### src/rtl/vga_timing_ctrl.sv
// vga_timing_ctrl: VGA raster timing generator running in the clk domain.
// Horizontal/vertical counters advance on rising edges of the divided pixel_clock
// while enable is high. Sync, blanking and frame-start outputs are registered
// decodes of the current position, so they trail the counters by one clk.
// Optional build macro: FRAME_COUNT_EN adds an 8-bit frame_count output.
//
// state | meaning
// H_ACT | visible pixels of the line
// H_FRT | horizontal front porch
// H_SYN | horizontal sync pulse (hsync low)
// H_BCK | horizontal back porch, wraps to H_ACT
module vga_timing_ctrl #(
  parameter int H_ACTIVE = 640,
  parameter int H_FP     = 16,
  parameter int H_SYNC   = 96,
  parameter int H_BP     = 48,
  parameter int V_ACTIVE = 480,
  parameter int V_FP     = 10,
  parameter int V_SYNC   = 2,
  parameter int V_BP     = 33
) (
  input  logic       clk,
  input  logic       reset,
  input  logic       pixel_clock,
  input  logic       enable,
  output logic       hsync,
  output logic       vsync,
  output logic       video_on,
  output logic [9:0] pixel_x,
  output logic [9:0] pixel_y,
  output logic       frame_start
`ifdef FRAME_COUNT_EN
  ,
  output logic [7:0] frame_count
`endif
);

  localparam logic [9:0] H_ACT_LAST  = 10'(H_ACTIVE - 1);
  localparam logic [9:0] H_FRT_LAST  = 10'(H_ACTIVE + H_FP - 1);
  localparam logic [9:0] H_SYN_LAST  = 10'(H_ACTIVE + H_FP + H_SYNC - 1);
  localparam logic [9:0] H_LAST      = 10'(H_ACTIVE + H_FP + H_SYNC + H_BP - 1);
  localparam logic [9:0] V_ACT_LIM   = 10'(V_ACTIVE);
  localparam logic [9:0] V_SYN_FIRST = 10'(V_ACTIVE + V_FP);
  localparam logic [9:0] V_SYN_LAST  = 10'(V_ACTIVE + V_FP + V_SYNC - 1);
  localparam logic [9:0] V_LAST      = 10'(V_ACTIVE + V_FP + V_SYNC + V_BP - 1);

  typedef enum logic [1:0] {H_ACT, H_FRT, H_SYN, H_BCK} h_state_e;

  h_state_e   state_q;
  logic       pclk_d_q;
  logic [9:0] x_q, x_d;
  logic [9:0] y_q, y_d;
  logic       tick, adv, h_wrap, v_wrap;
  logic       hsync_q, vsync_q, video_on_q, frame_wrap_q, frame_start_q;

  // Tick detection and next-position arithmetic for the raster counters.
  always_comb begin
    tick   = pixel_clock & ~pclk_d_q;
    adv    = tick & enable;
    h_wrap = (x_q == H_LAST);
    v_wrap = (y_q == V_LAST);
    x_d    = x_q;
    y_d    = y_q;
    if (adv) begin
      if (h_wrap) begin
        x_d = '0;
        y_d = v_wrap ? '0 : y_q + 10'd1;
      end else begin
        x_d = x_q + 10'd1;
      end
    end
  end

  // Pixel-clock delay line and position counters.
  always_ff @(posedge clk or negedge reset) begin
    if (!reset) begin
      pclk_d_q <= 1'b0;
      x_q      <= '0;
      y_q      <= '0;
    end else begin
      pclk_d_q <= pixel_clock;
      x_q      <= x_d;
      y_q      <= y_d;
    end
  end

  // Horizontal region FSM, stepping in lockstep with pixel_x.
  always_ff @(posedge clk or negedge reset) begin
    if (!reset) begin
      state_q <= H_ACT;
    end else if (adv) begin
      case (state_q)
        H_ACT:   if (x_q == H_ACT_LAST) state_q <= H_FRT;
        H_FRT:   if (x_q == H_FRT_LAST) state_q <= H_SYN;
        H_SYN:   if (x_q == H_SYN_LAST) state_q <= H_BCK;
        H_BCK:   if (h_wrap)            state_q <= H_ACT;
        default:                        state_q <= H_ACT;
      endcase
    end
  end

  // Registered decode of the current position into the video outputs.
  always_ff @(posedge clk or negedge reset) begin
    if (!reset) begin
      hsync_q       <= 1'b1;
      vsync_q       <= 1'b1;
      video_on_q    <= 1'b0;
      frame_wrap_q  <= 1'b0;
      frame_start_q <= 1'b0;
    end else begin
      hsync_q       <= (state_q != H_SYN);
      vsync_q       <= !((y_q >= V_SYN_FIRST) && (y_q <= V_SYN_LAST));
      video_on_q    <= (state_q == H_ACT) && (y_q < V_ACT_LIM);
      frame_wrap_q  <= adv & h_wrap & v_wrap;
      frame_start_q <= frame_wrap_q;
    end
  end

  assign hsync       = hsync_q;
  assign vsync       = vsync_q;
  assign video_on    = video_on_q;
  assign pixel_x     = x_q;
  assign pixel_y     = y_q;
  assign frame_start = frame_start_q;

`ifdef FRAME_COUNT_EN
  logic [7:0] frame_count_q;

  // Frame counter bumps in the same cycle the counters wrap to (0,0).
  always_ff @(posedge clk or negedge reset) begin
    if (!reset) begin
      frame_count_q <= '0;
    end else if (adv & h_wrap & v_wrap) begin
      frame_count_q <= frame_count_q + 8'd1;
    end
  end

  assign frame_count = frame_count_q;
`endif

endmodule

### config.mk
export PLATFORM = sky130hd
export DESIGN_NAME = vga_timing_ctrl
export DESIGN_NICKNAME = d
export VERILOG_FILES = /design/src/rtl/vga_timing_ctrl.sv
export SDC_FILE = /design/constraint.sdc
export NUM_CORES = 1
export LEC_CHECK = 0
export BUFFER_PORTS_ARGS = -buffer_cell sky130_fd_sc_hd__buf_2
export CAP_MARGIN = 20
export CORE_MARGIN = 10
export CORE_UTILIZATION = 36
export CTS_CLUSTER_SIZE = 30
export DETAILED_ROUTE_END_ITERATION = 10
export GPL_TIMING_DRIVEN = 0
export PLACE_DENSITY = 0.62
export SYNTH_ARGS = -nofsm -noshare
export SYNTH_HDL_FRONTEND = slang
export SYNTH_SLANG_ARGS = --single-unit
### constraint.sdc
create_clock -name clk -period 3.2 [get_ports clk]
set_input_delay 0 -clock clk [delete_from_list [all_inputs] [get_ports clk]]
set_output_delay 0 -clock clk [all_outputs]
set_load 0.02 [all_outputs]
== Word-level counts from Yosys, hierarchy flattened ==
Index checks and enable logic that the tools add are counted.
W data, S select, Z words.

* Register bits after elaboration: 28
* Input bits: 4
* Output and inout bits: 24
* Word-level logic and storage cells: 45

* Add/subtract/negate cells: 2
* Magnitude comparators: 3
* Eq/ne operators: 13
* Mux-type cells: 7
* Bitwise logic cells: 5
* Reduce and logical (&&, ||, !) cells: 6

{| class="wikitable"
|+ Operators by type and width
! kind !! count
|-
| $eq A10 B10 Y1 const B || 5
|-
| $add A10 B1 Y10 const B || 2
|-
| $mux W10 || 2
|-
| $ge A10 B9 Y1 const B || 1
|-
| $le A10 B9 Y1 const B || 1
|-
| $lt A10 B9 Y1 const B || 1
|-
| $ne A2 B2 Y1 const B || 5
|-
| $mux W2 || 4
|-
| $pmux W2 S4 || 1
|-
| $reduce_and A5 Y1 || 1
|-
| $and A1 B1 Y1 || 4
|-
| $eq A2 B2 Y1 const B || 2
|-
| $eq A2 B1 Y1 const B || 1
|-
| $logic_and A1 B1 Y1 || 2
|-
| $logic_not A2 Y1 || 1
|-
| $reduce_and A2 Y1 || 1
|-
| $logic_not A1 Y1 || 1
|-
| $not A1 Y1 || 1
|}

== Longest topological paths before layout ==
* Word-level depth: 5
* Mapped depth: 7
* Gate-level depth less buffers: 7

== Least setup slack after synthesis ==
OpenSTA, ideal clock, no wires.

* Path kind: register -> register
* Start point: register x_q[0], in the netlist pixel_x[0]
* End point: register y_q[4], in the netlist pixel_y[4]
* Library setup time: 0.125 ns
* Arrival time: 1.643 ns
* Path slack: 1.432 ns
* Cell stages (with the launch flop): 6
* Path buffers: 0
* Cells stage by stage: dfrtp_1 -> ha_1 -> and3_1 -> nand2_4 -> nor3_1 -> mux2_2

* Word-level cells in the longest chain between the ends: 2

{| class="wikitable"
|+ RTL lines
! item !! RTL line !! RTL
|-
| start: declaration || 51 || <nowiki>logic [9:0] x_q, x_d;</nowiki>
|-
| start signal: assignment || 78 || <nowiki>x_q <= '0;</nowiki>
|-
| start signal: assignment || 82 || <nowiki>x_q <= x_d;</nowiki>
|-
| $eq A10 B10 Y1 || 60 || <nowiki>h_wrap = (x_q == H_LAST);</nowiki>
|-
| $reduce_and A2 Y1 (no source line) || - ||
|-
| end signal: assignment || 83 || <nowiki>y_q <= y_d;</nowiki>
|-
| end: declaration || 52 || <nowiki>logic [9:0] y_q, y_d;</nowiki>
|}

No other way between the ends.
A chain may end at the register's enable or synchronous reset.

== Worst setup path in the final report ==
Same ends and word-level chain as after synthesis.

==> impl_metrics.toml <==
[place]
portBuffers = 27
placed_cell_area_mm2 = 0.00166
dpl.cell_count = 220
finalWeightedCongestion = 0.777
pre_cts_ws_ns = 1.40
placed_wire_length_estimate_after_detailed_placement_um = 2520

[global_route]
grt_max_degree = 29
first_global_vias = 1135
antenna_found_initial = 0
grt.overflow.total = 0
groute.usage.overall_pct = 9.51
grt_pass1_wl_um = 5600

[cells_and_area]
finish.cell_count_without_fillers = 226
design.final.nets = 189
layout_commonest_cell = "sky130_fd_sc_hd__buf_2"
fin_util_pct = 43.6
final_layout_size_suffix_gt1_share_pct = 25.0
antennaDiodeCount = 0
fillCellCount = 401
mostFrequentLayoutCells = "28 x sky130_fd_sc_hd__buf_2, 26 x sky130_fd_sc_hd__dfrtp_1, 12 x sky130_fd_sc_hd__nand2_1"
area_growth_syn_to_layout_pct = 18.7
postLayoutCellArea_mm2 = 0.00173

[min_path]
holdCritPathClass = "primary input to flip-flop"

[synthesis]
post_synth_top_flop = "sky130_fd_sc_hd__dfrtp_1"
synth_enable_flop_cells = 0
post_synth_num_cell_types = 39
synthCells = 143
cell_area_after_synthesis_mm2 = 0.00146
synth_seq_area_share_pct = 48.2
avgSynthCellArea_um2 = 10.2
synthArstFlopShare_pct = 100
ys_seq_elements = 28
ys.warnings.count = 0
synth_fp_nets = 155

[timing]
final.setup.worst_slack_ns = 1.38
rsz0062_at_grt = "false"
slew_headroom_pct = 58.4
min_period_over_period_pct = 56.9
fin_setup_tns_ns = 0
clock_skew_after_layout_ns = 0.00241
achievable-frequency_mhz = 549
maxSlewViolCount = 0
timing_hold_violations_final = 0
worstMarginPinSlew_ns = 0.623
worst_hold_slack_ns = 0.197
timing.final.crit_period_ns = 1.82
setup-violations-final = 0

[clock_network]
root_buffer = "sky130_fd_sc_hd__clkbuf_8"
cts_tree = "built"
cts_num_sinks = 28
cts_inserted_buffers = 3
clk_pin_slew_worst_paths_ns = 0.10
insertion_delay_ns = 0.28
post_cts_resize_count = 0
ctsLongestPathBuffers = 2
htree_levels = 1

[route]
vias = 1169
drc = 0
route.detailed.vias_per_inst = 5.17
total_routed_wirelength_um = 3310
detail_route.wl_per_cell_um = 14.6
drt_pre_antenna_iters = 4
antenna_violation_net_count_after_detailed_routing = 0
drt_first_iter_violations = 136

[die]
core_area_mm2 = 0.00397
std_cell_rows = 23
initial_utilization_pct = 36.7
die_footprint_mm2 = 0.00699
die_w_um = 83.6
chipHeight_um = 83.6
design.portCount = 28

[setup_path]
cp.arrival_ns = 2.00
critical_path.startpoint = "pixel_x[0]"
timing.critical_path.to = "pixel_y[4]"
ff2ff_setup_slack_ns = 1.38
timing.critical_path.from_type = "flip-flop"
r2r_cells = 5
r2r_end = "pixel_y[4]"
timing.setup.critical_path_class = "flip-flop to flip-flop"
timing.critical_path.to_type = "flip-flop"
path_max_fanout = 8
worst_ep_required_time_ns = 3.38
critical_path.reg2reg.startpoint = "pixel_x[0]"

[power_and_ir_drop]
vdd_ir_drop_max_mv = 0.220
power_per_cell_area_mw_per_mm2 = 434
design_power_total_mw = 0.752
p_leak_nw = 0.826

[status]
status = "complete, no violations"

[flow_run]
drv.max_cap_violation_count = 0
-- metal layers --
| layer | wire, um | part of all wire, % | global-route usage, % | up-vias |
|---|---|---|---|---|
| li1 | - | - | - | 568 |
| met1 | 1390 | 42 | 10.8 | 570 |
| met2 | 1730 | 52 | 16.4 | 27 |
| met3 | 121 | 3.7 | 1.66 | 4 |
| met4 | 68 | 2.1 | 5.02 | 0 |
| met5 | 0 | 0 | 0 | - |
-- worst max-delay path, cell delays in order, from the launching register on --
cell,delay [ns]
sky130_fd_sc_hd__dfrtp_1,0.44
sky130_fd_sc_hd__ha_1,0.21
sky130_fd_sc_hd__and3_1,0.24
sky130_fd_sc_hd__nand2_4,0.09
sky130_fd_sc_hd__nor3_1,0.35
sky130_fd_sc_hd__mux2_2,0.37
-- cell usage after synthesis, types with 2 or more instances --
cell type / instances / share of area, %
sky130_fd_sc_hd__ha_1: 8 / 6.9
sky130_fd_sc_hd__and3_1: 3 / 1.3
sky130_fd_sc_hd__xor2_1: 4 / 2.4
sky130_fd_sc_hd__inv_1: 8 / 2.1
sky130_fd_sc_hd__nand4_1: 4 / 1.7
sky130_fd_sc_hd__nor3_1: 6 / 2.1
sky130_fd_sc_hd__nand3_1: 9 / 3.1
sky130_fd_sc_hd__o22ai_1: 2 / 0.86
sky130_fd_sc_hd__dfrtp_1: 26 / 45
sky130_fd_sc_hd__o21ai_0: 11 / 3.8
sky130_fd_sc_hd__nor2_1: 10 / 2.6
sky130_fd_sc_hd__mux2_2: 2 / 1.5
sky130_fd_sc_hd__and3b_1: 2 / 1.2
sky130_fd_sc_hd__or3_1: 5 / 2.1
sky130_fd_sc_hd__a21oi_1: 3 / 1.0
sky130_fd_sc_hd__xnor2_1: 5 / 3.0
sky130_fd_sc_hd__dfstp_2: 2 / 3.6
sky130_fd_sc_hd__nand2_1: 12 / 3.1
-- how the worst min path moves through the flow --
stage / startpoint / to / slack, ns / depth (start not counted)
floorplan: reset / frame_start / -0.30 / 0
global placement: reset / pixel_y[3] / 0.05 / 1
detailed placement: reset / pixel_y[3] / 0.06 / 1
CTS: enable / pixel_x[0] / 0.19 / 4
global route: enable / pixel_x[1] / 0.24 / 4
finish: enable / pixel_x[0] / 0.20 / 4
-- cell families after synthesis --
| logic type | Yosys count | share of synthesized area (%) |
|---|---|---|
| and+or+nand+nor | 63 | 25.2 |
| DFF | 28 | 48.2 |
| AOI/OAI and AO/OA | 23 | 9.61 |
| buffers and inverters | 10 | 3.18 |
| xor gates and xnor gates | 9 | 5.41 |
| adders and majority gates | 8 | 6.87 |
| muxes | 2 | 1.54 |
-- state kept, by name, indices dropped and copies added (netlist names) --
register      count
pclk_d_q          1
vsync             1
frame_start       1
video_on          1
frame_wrap_q      1
pixel_x          10
pixel_y          10
hsync             1
state_q           2
-- final cells by class --
class                   count  area (um2)  area share [%]
well taps                  50        62.6            3.62
flip-flops and latches     28         703            40.6
inverters                   8        30.0            1.74
repair buffers             29         155            8.97
plain buffers               2        16.3           0.940
multi-input cells         105         708            40.9
clock buffers               4        55.1            3.18
-- power breakdown --
group | switching [mW] | internal [mW] | leakage, nW | total (mW)
Clock | 0.117 | 0.111 | 0.0288 | 0.227
Combinational | 0.0715 | 0.0422 | 0.445 | 0.114
Sequential | 0.0349 | 0.376 | 0.352 | 0.411
Total | 0.223 | 0.529 | 0.826 | 0.752
-- repair_timing --
action,4_1_cts,5_1_grt
hold buffers,2,0
setup buffers,0,0
hold endpoints to repair,27,0
setup endpoints to repair,0,0
(Power assumes the default switching activity.)
